### src/rtl/fp_mul_seq.sv
// fp_mul_seq: handshaked multi-cycle IEEE-754 multiplier built on a shift-add mantissa engine.
// Optional macro FP_MUL_ROUND_EN selects round-to-nearest-even; otherwise results are truncated.
module fp_mul_seq #(
    parameter int N = 32,
    parameter int M = 8
) (
    input  logic         clk,
    input  logic         rst,
    input  logic         in_valid,
    output logic         in_ready,
    input  logic [N-1:0] a,
    input  logic [N-1:0] b,
    output logic         out_valid,
    input  logic         out_ready,
    output logic [N-1:0] result,
    output logic         flag_ovf,
    output logic         flag_unf,
    output logic         flag_nan
);
    localparam int F    = N - M - 1;
    localparam int W    = 2 * (F + 1);
    localparam int CW   = $clog2(F + 1);
    localparam int BIAS = 2 ** (M - 1) - 1;
    localparam int EMAX = 2 ** M - 1;

    localparam logic signed [M+1:0] BIAS_S   = (M+2)'(BIAS);
    localparam logic signed [M+1:0] EMAX_S   = (M+2)'(EMAX);
    localparam logic signed [M+1:0] ZERO_S   = {(M+2){1'b0}};
    localparam logic signed [M+1:0] ONE_S    = {{(M+1){1'b0}}, 1'b1};
    localparam logic [CW-1:0]       CNT_LAST = CW'(F);
    localparam logic [CW-1:0]       CNT_ONE  = {{(CW-1){1'b0}}, 1'b1};
    localparam logic [N-1:0]        QNAN     = {1'b0, {M{1'b1}}, 1'b1, {(F-1){1'b0}}};

    typedef enum logic [1:0] {
        S_IDLE = 2'd0,
        S_MUL  = 2'd1,
        S_NORM = 2'd2,
        S_DONE = 2'd3
    } state_t;

    function automatic logic exp_ones(input logic [M-1:0] e);
        return &e;
    endfunction

    function automatic logic exp_zero(input logic [M-1:0] e);
        return ~|e;
    endfunction

    function automatic logic frac_nz(input logic [F-1:0] f);
        return |f;
    endfunction

    state_t state_q, state_d;
    logic                  sign_q, sign_d;
    logic [F:0]            mcand_q, mcand_d;
    logic [W-1:0]          acc_q, acc_d;
    logic [CW-1:0]         cnt_q, cnt_d;
    logic signed [M+1:0]   exp_q, exp_d;
    logic [N-1:0]          result_q, result_d;
    logic                  ovf_q, ovf_d;
    logic                  unf_q, unf_d;
    logic                  nan_q, nan_d;
    logic                  out_valid_q, out_valid_d;
    logic                  in_ready_q, in_ready_d;

    logic [M-1:0]          ea_s, eb_s;
    logic [F-1:0]          fa_s, fb_s;
    logic                  a_nan_s, b_nan_s, a_inf_s, b_inf_s;
    logic                  a_zero_s, b_zero_s, a_sub_s, b_sub_s;
    logic                  sign_s;
    logic [F+1:0]          sum_s;
    logic [F-1:0]          frac_s, frac_r_s;
    logic signed [M+1:0]   exp_n_s, exp_r_s;
    logic [N-1:0]          pack_s;
    logic                  pk_ovf_s, pk_unf_s;

    assign ea_s     = a[N-2:F];
    assign eb_s     = b[N-2:F];
    assign fa_s     = a[F-1:0];
    assign fb_s     = b[F-1:0];
    assign a_nan_s  = exp_ones(ea_s) & frac_nz(fa_s);
    assign b_nan_s  = exp_ones(eb_s) & frac_nz(fb_s);
    assign a_inf_s  = exp_ones(ea_s) & ~frac_nz(fa_s);
    assign b_inf_s  = exp_ones(eb_s) & ~frac_nz(fb_s);
    assign a_zero_s = exp_zero(ea_s);
    assign b_zero_s = exp_zero(eb_s);
    assign a_sub_s  = a_zero_s & frac_nz(fa_s);
    assign b_sub_s  = b_zero_s & frac_nz(fb_s);
    assign sign_s   = a[N-1] ^ b[N-1];

    // Leading-one select: product lies in [1,4), so the fraction starts below bit 2F+1 or 2F.
    always_comb begin
        if (acc_q[W-1]) begin
            frac_s  = acc_q[2*F:F+1];
            exp_n_s = exp_q + ONE_S;
        end else begin
            frac_s  = acc_q[2*F-1:F];
            exp_n_s = exp_q;
        end
    end

`ifdef FP_MUL_ROUND_EN
    logic       guard_s, sticky_s, inc_s;
    logic [F:0] rnd_s;

    // Round to nearest even; a carry out of the fraction means the mantissa reached 2.0.
    always_comb begin
        if (acc_q[W-1]) begin
            guard_s  = acc_q[F];
            sticky_s = |acc_q[F-1:0];
        end else begin
            guard_s  = acc_q[F-1];
            sticky_s = |acc_q[F-2:0];
        end
        inc_s = guard_s & (sticky_s | frac_s[0]);
        rnd_s = {1'b0, frac_s} + {{F{1'b0}}, inc_s};
        if (rnd_s[F]) begin
            frac_r_s = {F{1'b0}};
            exp_r_s  = exp_n_s + ONE_S;
        end else begin
            frac_r_s = rnd_s[F-1:0];
            exp_r_s  = exp_n_s;
        end
    end
`else
    // Truncation: bits below the fraction are simply dropped.
    always_comb begin
        frac_r_s = frac_s;
        exp_r_s  = exp_n_s;
    end
`endif

    // Range check of the rounded exponent and packing of the normal-path result.
    always_comb begin
        if (exp_r_s >= EMAX_S) begin
            pack_s   = {sign_q, {M{1'b1}}, {F{1'b0}}};
            pk_ovf_s = 1'b1;
            pk_unf_s = 1'b0;
        end else if (exp_r_s <= ZERO_S) begin
            pack_s   = {sign_q, {(N-1){1'b0}}};
            pk_ovf_s = 1'b0;
            pk_unf_s = 1'b1;
        end else begin
            pack_s   = {sign_q, exp_r_s[M-1:0], frac_r_s};
            pk_ovf_s = 1'b0;
            pk_unf_s = 1'b0;
        end
    end

    // Next-state and datapath control for IDLE/MUL/NORM/DONE.
    always_comb begin
        state_d  = state_q;
        sign_d   = sign_q;
        mcand_d  = mcand_q;
        acc_d    = acc_q;
        cnt_d    = cnt_q;
        exp_d    = exp_q;
        result_d = result_q;
        ovf_d    = ovf_q;
        unf_d    = unf_q;
        nan_d    = nan_q;
        sum_s    = {1'b0, acc_q[W-1:F+1]};
        case (state_q)
            S_IDLE: begin
                if (in_valid && in_ready_q) begin
                    sign_d = sign_s;
                    ovf_d  = 1'b0;
                    unf_d  = 1'b0;
                    nan_d  = 1'b0;
                    if (a_nan_s || b_nan_s || (a_inf_s && b_zero_s) || (b_inf_s && a_zero_s)) begin
                        state_d  = S_DONE;
                        result_d = QNAN;
                        nan_d    = 1'b1;
                    end else if (a_inf_s || b_inf_s) begin
                        state_d  = S_DONE;
                        result_d = {sign_s, {M{1'b1}}, {F{1'b0}}};
                    end else if (a_zero_s || b_zero_s) begin
                        state_d  = S_DONE;
                        result_d = {sign_s, {(N-1){1'b0}}};
                        unf_d    = a_sub_s | b_sub_s;
                    end else begin
                        // The multiplier rides in the low half of the accumulator and is shifted out as product bits enter.
                        state_d = S_MUL;
                        mcand_d = {1'b1, fa_s};
                        acc_d   = {{(F+1){1'b0}}, 1'b1, fb_s};
                        cnt_d   = {CW{1'b0}};
                        exp_d   = $signed({2'b00, ea_s}) + $signed({2'b00, eb_s}) - BIAS_S;
                    end
                end else begin
                    state_d = S_IDLE;
                end
            end
            S_MUL: begin
                if (acc_q[0]) begin
                    sum_s = {1'b0, acc_q[W-1:F+1]} + {1'b0, mcand_q};
                end else begin
                    sum_s = {1'b0, acc_q[W-1:F+1]};
                end
                acc_d = {sum_s, acc_q[F:1]};
                cnt_d = cnt_q + CNT_ONE;
                if (cnt_q == CNT_LAST) begin
                    state_d = S_NORM;
                end else begin
                    state_d = S_MUL;
                end
            end
            S_NORM: begin
                state_d  = S_DONE;
                result_d = pack_s;
                ovf_d    = pk_ovf_s;
                unf_d    = pk_unf_s;
                nan_d    = 1'b0;
            end
            S_DONE: begin
                if (out_ready) begin
                    state_d = S_IDLE;
                    ovf_d   = 1'b0;
                    unf_d   = 1'b0;
                    nan_d   = 1'b0;
                end else begin
                    state_d = S_DONE;
                end
            end
            default: begin
                state_d = S_IDLE;
            end
        endcase
        out_valid_d = (state_d == S_DONE);
        in_ready_d  = (state_d == S_IDLE);
    end

    // FSM state register.
    always_ff @(posedge clk) begin
        if (rst) begin
            state_q <= S_IDLE;
        end else begin
            state_q <= state_d;
        end
    end

    // Datapath and output registers; reset discards any product in flight.
    always_ff @(posedge clk) begin
        if (rst) begin
            sign_q      <= 1'b0;
            mcand_q     <= {(F+1){1'b0}};
            acc_q       <= {W{1'b0}};
            cnt_q       <= {CW{1'b0}};
            exp_q       <= ZERO_S;
            result_q    <= {N{1'b0}};
            ovf_q       <= 1'b0;
            unf_q       <= 1'b0;
            nan_q       <= 1'b0;
            out_valid_q <= 1'b0;
            in_ready_q  <= 1'b0;
        end else begin
            sign_q      <= sign_d;
            mcand_q     <= mcand_d;
            acc_q       <= acc_d;
            cnt_q       <= cnt_d;
            exp_q       <= exp_d;
            result_q    <= result_d;
            ovf_q       <= ovf_d;
            unf_q       <= unf_d;
            nan_q       <= nan_d;
            out_valid_q <= out_valid_d;
            in_ready_q  <= in_ready_d;
        end
    end

    assign in_ready  = in_ready_q;
    assign out_valid = out_valid_q;
    assign result    = result_q;
    assign flag_ovf  = ovf_q;
    assign flag_unf  = unf_q;
    assign flag_nan  = nan_q;

endmodule

### config.mk
export PLATFORM = sky130hd
export DESIGN_NAME = fp_mul_seq
export DESIGN_NICKNAME = d
export VERILOG_FILES = /design/src/rtl/fp_mul_seq.sv
export SDC_FILE = /design/constraint.sdc
export NUM_CORES = 1
export LEC_CHECK = 0
export CAP_MARGIN = 5
export CELL_PAD_IN_SITES_DETAIL_PLACEMENT = 0
export CELL_PAD_IN_SITES_GLOBAL_PLACEMENT = 1
export CORE_MARGIN = 2
export CORE_UTILIZATION = 35
export DETAILED_ROUTE_END_ITERATION = 10
export PLACE_DENSITY = 0.83
export SLEW_MARGIN = 20
export SYNTH_ARGS = -nofsm -noshare
export SYNTH_HDL_FRONTEND = slang
export SYNTH_SLANG_ARGS = --single-unit
export TNS_END_PERCENT = 1
### constraint.sdc
create_clock -name clk -period 2.6 [get_ports clk]
set_input_delay 0.52 -clock clk [delete_from_list [all_inputs] [get_ports clk]]
set_output_delay 0.52 -clock clk [all_outputs]
set_load 0.1 [all_outputs]
==> results.md, run 1 <==
- Number of hold-slack violations in the final timing report: 0
- Die H: around 150 µm
- Count of TritonRoute iterations in the first routing pass: 5
- Placement-stage cell area: between 0.008 and 0.009 mm²
- Register-to-register path setup slack: roughly 87 ps
- Post-Syn Nets: approximately 1000
- Total via count after detailed routing: 6907
- Total power per unit cell area: between 500 and 600 mW/mm²
- Detailed-route DRC error count: 0
- Ordered cell list for the critical path: ha_4 -> inv_1 -> fa_2 -> nor2b_4 -> o31ai_2 -> a211o_1 -> a31oi_4 -> o21ai_2 -> buf_4 -> xnor2_1 -> a222oi_1 -> nor2_1
- Setup bufs post-CTS: 0
- Critical Path Fanout Max: 3
- Count of buffers inserted at the top-level ports: about 100
- Detail-routed via count per cell: 5.28
- Die area: about 0.022 mm²
- CP startpoint kind: flop
- Chip width: 149 µm
- Area growth from synthesis to layout: 31.8%
- Worst-case setup slack after placement: -392 ps
- GRT overflow: 0
- Sum of net half-perimeters after detailed placement: around 15000 µm
- Required time at the endpoint of the critical path: 2890 ps
- Layout Cells excl Fill: 1307
- Clock edge transition at the registers on the reported setup and hold paths: approximately 60 ps
- Placed insts: 1276
- Setup crit end kind: flop
- Global-route wire length before repair: between 30000 and 40000 µm
- Filler Cell Count: just over 2000
- Buffer cell driving the clock tree root: sky130_fd_sc_hd__clkbuf_16
- Fraction of layout instances using a drive strength above 1: 0.167
- Total wirelength of the detailed-routed design: between 20000 and 25000 µm
- Share of the synthesized area in the top cell type: 0.347
- IO Count: roughly 110
- Max Freq: between 0.3 and 0.4 GHz
- CTS max path bufs: 2
- Number of synthesized flops with an enable pin: 0
- CTS H-tree depth: 4
- Total power: between 0.005 and 0.006 W
- DRC marker count from the first detailed-route iteration: 401
- Reg2reg start: mcand_q[0]
- Routed Antenna Nets: 0
- Max Cap Violations: 0
- Clock latency of the later-clocked register in the worst-skew pair: 420 ps
- Hold WC Path Type: reg2reg
- CP max stage cell: sky130_fd_sc_hd__dfxtp_4
- Worst setup path class: reg2reg
- Final Skew: approximately 8.6 ps
- Count of clock tree sinks: about 130
- Sequential element share of the synthesized area: 0.347
- Post-synthesis async set-or-reset flop share: 0
- Maximum cell stage delay along the critical path: about 370 ps
- Placeable core region: about 0.02 mm²
- Largest area contributor in the synthesized netlist: sky130_fd_sc_hd__dfxtp_1
- Pleak: 3.73 nW
- Wirelength per Cell: between 15 and 20 µm
- Post-Synthesis Cell Area: approximately 0.0073 mm²
- Worst hold slack: 462 ps
- Design area: between 0.009 and 0.01 mm²
- Arrival time reported for the critical path endpoint: roughly 2800 ps
- Flop and latch count out of synthesis: around 130
- Share of the cycle needed by the critical path after routing: 0.966
- Initial core utilization: 0.359
- FP Rows: 52
- Worst-case reg-to-reg path depth: 12
- Synth cell types: 67
- Slew headroom: 0.321
- Syn Inst Count: 890
- Hold depth: 2
- Worst vdd rail ir drop: 381 µV
- Synthesis warning total: 0
- Tightest Pin Transition: 1020 ps
- Post-synth top flop: sky130_fd_sc_hd__dfxtp_1
- Final setup violation count: 0
- Max-slew violation total from the final report: 0
- Final setup slack of the worst path: ~87 ps
- Overall global routing resource usage: 0.185
- CTS tree: yes
- Number of antenna violations at the first check in global routing: 0
- Final layout net count: between 1000 and 1500
- Status: finished, final reports clean
- Maximum number of pins on one net before global-route repair: 42
- Number of CTS-inserted buffers: 17
- Final weighted congestion of routability-driven global placement: 0.865
- Antenna Cells: 0
- RSZ-0062 raised after global routing: yes
- End point of the worst hold path: mcand_q[5]
- Worst reg2reg endpoint: acc_q[41]
- Mean area per synthesized cell: just over 8 µm²
- Final worst path period need: roughly 2500 ps
- Number of global-route vias before repair: ~6400
- Biggest area contributors in the synthesized netlist: sky130_fd_sc_hd__dfxtp_1 (35%), sky130_fd_sc_hd__nand2_1 (7.2%), sky130_fd_sc_hd__ha_1 (7.0%)
- HP Start: mcand_q[5]
## registers in the layout, summed over array words and instances (netlist names)
signal,cells
cnt_q,5
flag_ovf,1
state_q,2
exp_q,10
mcand_q,24
result,32
in_ready,1
flag_nan,1
flag_unf,1
sign_q,1
acc_q,48
out_valid,1
## layer usage
metal	vias up	wire length, µm	GRT usage
met5	-	0	0
met4	0	293	0.0490
met3	23	960	0.0414
met2	172	9810	0.311
met1	3207	9320	0.241
li1	3505	-	-
## worst max-delay path by stage
stage               start        end  slack [ps]  cells past startpoint
5_1_grt             b[24]   exp_q[7]         -50                     11
3_5_place_dp        b[24]   exp_q[7]        -390                     11
6_report       mcand_q[0]  acc_q[41]          90                     12
4_1_cts        mcand_q[0]  acc_q[41]          -4                     12
3_3_place_gp        b[24]   exp_q[7]        -350                     11
2_1_floorplan   acc_q[24]  acc_q[45]          30                     11
## kinds of logic (layout without fill, tap and decap cells)
logic type	Yosys count	count (layout)	share of synthesized area
flip-flops	127	127	0.347
AND/OR/NAND/NOR	330	330	0.204
AO/OA/AOI/OAI	231	231	0.223
buffers and inverters	82	229	0.0504
adder cells (fa/ha/maj)	43	43	0.0756
multiplexers	37	37	0.0508
XOR/XNOR	40	40	0.0479
## cells in the mapped netlist, drive strengths merged (2+ instances only)
master and n:
nand2 141, nand4b 2, or3 2, or4 5, nor3b 3, a311oi 23
a21oi 76, o2111ai 3, nand4 13, and2 7, o21a 7, buf 21
nor4 12, xor2 12, mux2i 36, inv 19, o21bai 5, dfxtp 127
nor2 100, a22oi 6, o211ai 4, and3 4, o32ai 2, nor2b 4
ha 41, nor3 16, o21ai 14, nand3 11, nand2b 5, a211oi 14
a21o 12, o2bb2ai 22, clkbuf 42, a31oi 6, fa 2, a221oi 4
o41ai 2, nand3b 2, o221a 7, a222oi 8, o31ai 4, xnor2 28
o22ai 3
## cells in the final DEF (no fill, tap or decap), types with 8 or more instances in the layout
cell type / n
sky130_fd_sc_hd__ha_1: 40
sky130_fd_sc_hd__a21oi_1: 74
sky130_fd_sc_hd__nor2_1: 96
sky130_fd_sc_hd__clkbuf_16: 17
sky130_fd_sc_hd__nand2_1: 141
sky130_fd_sc_hd__mux2i_1: 36
sky130_fd_sc_hd__xor2_1: 12
sky130_fd_sc_hd__a211oi_1: 14
sky130_fd_sc_hd__a21o_1: 12
sky130_fd_sc_hd__nand3_1: 10
sky130_fd_sc_hd__o2bb2ai_1: 22
sky130_fd_sc_hd__xnor2_1: 28
sky130_fd_sc_hd__inv_1: 19
sky130_fd_sc_hd__nor3_1: 15
sky130_fd_sc_hd__o21ai_0: 12
sky130_fd_sc_hd__nand4_1: 12
sky130_fd_sc_hd__a222oi_1: 8
sky130_fd_sc_hd__buf_4: 106
sky130_fd_sc_hd__clkdlybuf4s50_1: 66
sky130_fd_sc_hd__nor4_1: 11
sky130_fd_sc_hd__a311oi_1: 23
sky130_fd_sc_hd__dfxtp_1: 124
## through the flow
stage	TNS (ps)	utilization
4_1_cts	-4.89	0.471
5_1_grt	-85.2	0.474
3_5_place_dp	-20370	0.438
3_3_place_gp	-19220	0.438
6_report	0	0.474
2_1_floorplan	0	-
## where the power goes
part / leakage [nW] / switching (W) / internal [W]
Combinational: 2.40 / 0.000421 / 0.000372
Sequential: 1.03 / 0.0000709 / 0.00203
Clock: 0.300 / 0.000880 / 0.00163
Total: 3.73 / 0.00137 / 0.00403
## timing repair
| item | 4_1_cts | 5_1_grt |
|---|---|---|
| pin swaps | 3 | 6 |
| cloned | 0 | 0 |
| hold endpoints to repair | 0 | 0 |
| hold buffers | 0 | 0 |
| setup endpoints to repair | 6 | 70 |
| gates resized for setup | 11 | 12 |
## critical path, delay by kind of cell (launching register included)
kind	cells	cell delay (ps)
AOI/OAI and AO/OA	5	990
buffers and inverters	2	200
xor gates and xnor gates	1	110
and+or+nand+nor	2	200
DFF	1	370
adders and majority gates	2	500
## area by class of cell
class / instances / area (µm²) / share of cell area
sequential: 127 / 2550 / 0.264
tap: 270 / 338 / 0.0350
inverter: 19 / 71.3 / 0.00739
multi-input combinational: 681 / 4500 / 0.466
timing repair buffer: 179 / 1560 / 0.162
clock buffer: 22 / 494 / 0.0512
clock inverter: 9 / 131 / 0.0136
No activity file was read; power rests on OpenSTA's default activity.
==> inputs of run 2 (changes only) <==
- PLACE_DENSITY: 0.83 -> not set
- PLACE_DENSITY_LB_ADDON: not set -> 0.2
==> results.md, run 2 (synthesis results as in run 1) <==
- Clock edge transition at the registers on the reported setup and hold paths: 60 ps (about the same)
- Global-route wire length before repair: 34100 µm (+3.8%)
- Die H: 149 µm (unchanged)
- Count of TritonRoute iterations in the first routing pass: 5 (unchanged)
- Antenna Cells: 0 (unchanged)
- Buffer cell driving the clock tree root: sky130_fd_sc_hd__clkbuf_16
- Total via count after detailed routing: 6943 (+0.52%)
- Slew headroom: 0.238 (-0.0831)
- Final layout net count: 1159 (+2.0%)
- Register bank with the most flops: acc_q
- Placeable core region: 0.0204 mm² (unchanged)
- FP Rows: 52 (unchanged)
- Count of buffers inserted at the top-level ports: 104 (unchanged)
- Worst setup path class: reg2reg
- Filler Cell Count: 2032 (-0.83%)
- Wire length on met2: 10000 µm (+2.1%)
- Flip-flop count of the largest register, all copies and words added: 48 (unchanged)
- Count of clock tree sinks: 127 (unchanged)
- Leading cell types in the layout, fill and taps excluded: sky130_fd_sc_hd__nand2_1 (141), sky130_fd_sc_hd__buf_4 (130), sky130_fd_sc_hd__dfxtp_1 (124)
- Setup crit end kind: flop
- Bufs and invs on worst path: 1 (-1)
- Number of global-route vias before repair: 6616 (+3.3%)
- Metal3 WL: 944 µm (-1.7%)
- CTS H-tree depth: 4 (unchanged)
- Number of antenna violations at the first check in global routing: 0 (unchanged)
- Sum of net half-perimeters after detailed placement: 15700 µm (+6.9%)
- RSZ-0062 raised after global routing: yes
- Routed Antenna Nets: 0 (unchanged)
- Initial core utilization: 0.359 (unchanged)
- Crit-path leading delay family: compound AO/OA/AOI/OAI gates
- DRC marker count from the first detailed-route iteration: 408 (+1.7%)
- Hold WC Path Type: reg2reg
- Most common library cell in the layout ignoring fill and taps: sky130_fd_sc_hd__nand2_1
- Total power per unit cell area: 547 mW/mm² (-2.3%)
- Detailed-route DRC error count: 0 (unchanged)
- Fraction of layout instances using a drive strength above 1: 0.193 (+0.0264)
- Maximum cell stage delay along the critical path: 430 ps (+60 ps)
- Register area: 0.00255 mm² (unchanged)
- Met1 WL: 10100 µm (+8.0%)
- IO Count: 105 (unchanged)
- Final setup slack of the worst path: 79.2 ps (-8.07 ps)
- Required time at the endpoint of the critical path: 2900 ps (about the same)
- Chip width: 149 µm (unchanged)
- Footprint of the multi-input gates: 0.00454 mm² (+0.89%)
- Tightest Pin Transition: 1140 ps (+124 ps)
- Area growth from synthesis to layout: 34.9%
- Detail-routed via count per cell: 5.22 (-1.3%)
- Summed negative setup slack over all endpoints: 0 ps (unchanged)
- Power share of the sequential group: 0.389 (about the same)
- Placement-stage cell area: 0.00912 mm² (+2.2%)
- Max Used Layer: met4
- Clock latency of the later-clocked register in the worst-skew pair: 420 ps (about the same)
- Share of the cycle needed by the critical path after routing: 0.970 (+0.00310)
- Critical path's most frequent cell: sky130_fd_sc_hd__o21a_1
- NetSw: 0.00142 W (+3.6%)
- Die area: 0.0221 mm² (unchanged)
- Worst-case setup slack after placement: -363 ps (+28.7 ps)
- Status: finished, final reports clean
- Critical Path Fanout Max: 5 (+2)
- Max Cap Violations: 0 (unchanged)
- Maximum number of pins on one net before global-route repair: 37 (-12%)
- GRT overflow: 0 (unchanged)
- Final setup violation count: 0 (unchanged)
- CP startpoint kind: flop
- Combinational share of power: 0.153 (+0.006)
- Ordered cell list for the critical path: ha_1 -> o21a_1 -> o21ai_0 -> a211o_1 -> a31oi_4 -> buf_4 -> o21a_1 -> mux2_2 -> a221oi_2 -> nor2_1
- Post-route core utilization: 0.485 (+0.0109)
- Number of hold-slack violations in the final timing report: 0 (unchanged)
- Fraction of power consumed by the clock network: 0.458 (-0.006)
- Internal Pwr Total: 0.00398 W (-1.3%)
- CP max stage cell: sky130_fd_sc_hd__dfxtp_1
- Max-slew violation total from the final report: 0 (unchanged)
- Sw Share: 0.263 (+0.00936)
- Design area: 0.00987 mm² (+2.3%)
- Final worst path period need: 2520 ps (+8.07 ps)
- Max Freq: 0.397 GHz (-0.32%)
- Pleak: 3.87 nW (+3.7%)
- Overall global routing resource usage: 0.194 (+0.00892)
- Number of CTS-inserted buffers: 17 (unchanged)
- Wirelength per Cell: 16.0 µm (+2.3%)
- CTS max path bufs: 2 (unchanged)
- Arrival time reported for the critical path endpoint: 2820 ps (about the same)
- Final Skew: 8.47 ps (-0.157 ps)
- Worst vdd rail ir drop: 450 µV (+18%)
- CTS tree: yes
- Final weighted congestion of routability-driven global placement: 0.838 (-3.1%)
- Total wirelength of the detailed-routed design: 21200 µm (+4.2%)
run 2: changes by cell type in the layout (fill, tap and decap cells not counted), sizes merged:
| cell | delta |
|---|---|
| clkbuf | -3 |
| inv | +1 |
| clkinv | +3 |
| buf | +23 |
run 2: final cells by class:
cell class	count	share of cell area
Clock buffer	19	0.0459
Inverter	19	0.00723
Timing Repair Buffer	202	0.178
Sequential cell	127	0.258
Clock inverter	13	0.0165
Tap cell	270	0.0342
Multi-Input combinational cell	681	0.460
run 2: what timing repair did:
action                                  CTS  global route
setup buffers                             1             0
hold buffers                              0             0
pin swaps                                 3             4
endpoints found under the setup margin    6            23
resized for setup                        13            16
run 2: power by group through the flow:
stage	Clock, W	Combinational [W]	Sequential (W)
2_1_floorplan	0	0.000471	0.00213
3_3_place_gp	0	0.000807	0.00214
3_5_place_dp	0	0.000808	0.00214
4_1_cts	0.00252	0.000816	0.00210
5_1_grt	0.00260	0.000910	0.00211
6_report	0.00247	0.000824	0.00210
run 2: per-stage QoR:
stage | hold slack, ps | total power (W) | std cells
floorplan | 441 | 0.00260 | 890
global placement | 451 | 0.00295 | 1298
detailed placement | 448 | 0.00295 | 1298
CTS | 464 | 0.00544 | 1331
global route | 482 | 0.00563 | 1331
finish | 460 | 0.00540 | 1331
run 2: final timing paths:
| check | start | end | slack, ps | depth (start not counted) |
|---|---|---|---|---|
| min | mcand_q[22] | mcand_q[22] | 460 | 2 |
| max | acc_q[31] | acc_q[39] | 80 | 10 |
| max reg2reg | acc_q[31] | acc_q[39] | 80 | 10 |
| min reg2reg | mcand_q[22] | mcand_q[22] | 460 | 2 |
run 2: worst min-delay path: stages, from the launching register on:
cell	delay, ps
sky130_fd_sc_hd__dfxtp_1	310
sky130_fd_sc_hd__nand2_1	50
sky130_fd_sc_hd__a21oi_1	50
run 2: routing by layer:
layer / global-route usage / up-vias
met5: 0 / -
met4: 0.0519 / 0
met3: 0.0402 / 15
met2: 0.321 / 129
met1: 0.259 / 3241
li1: - / 3558
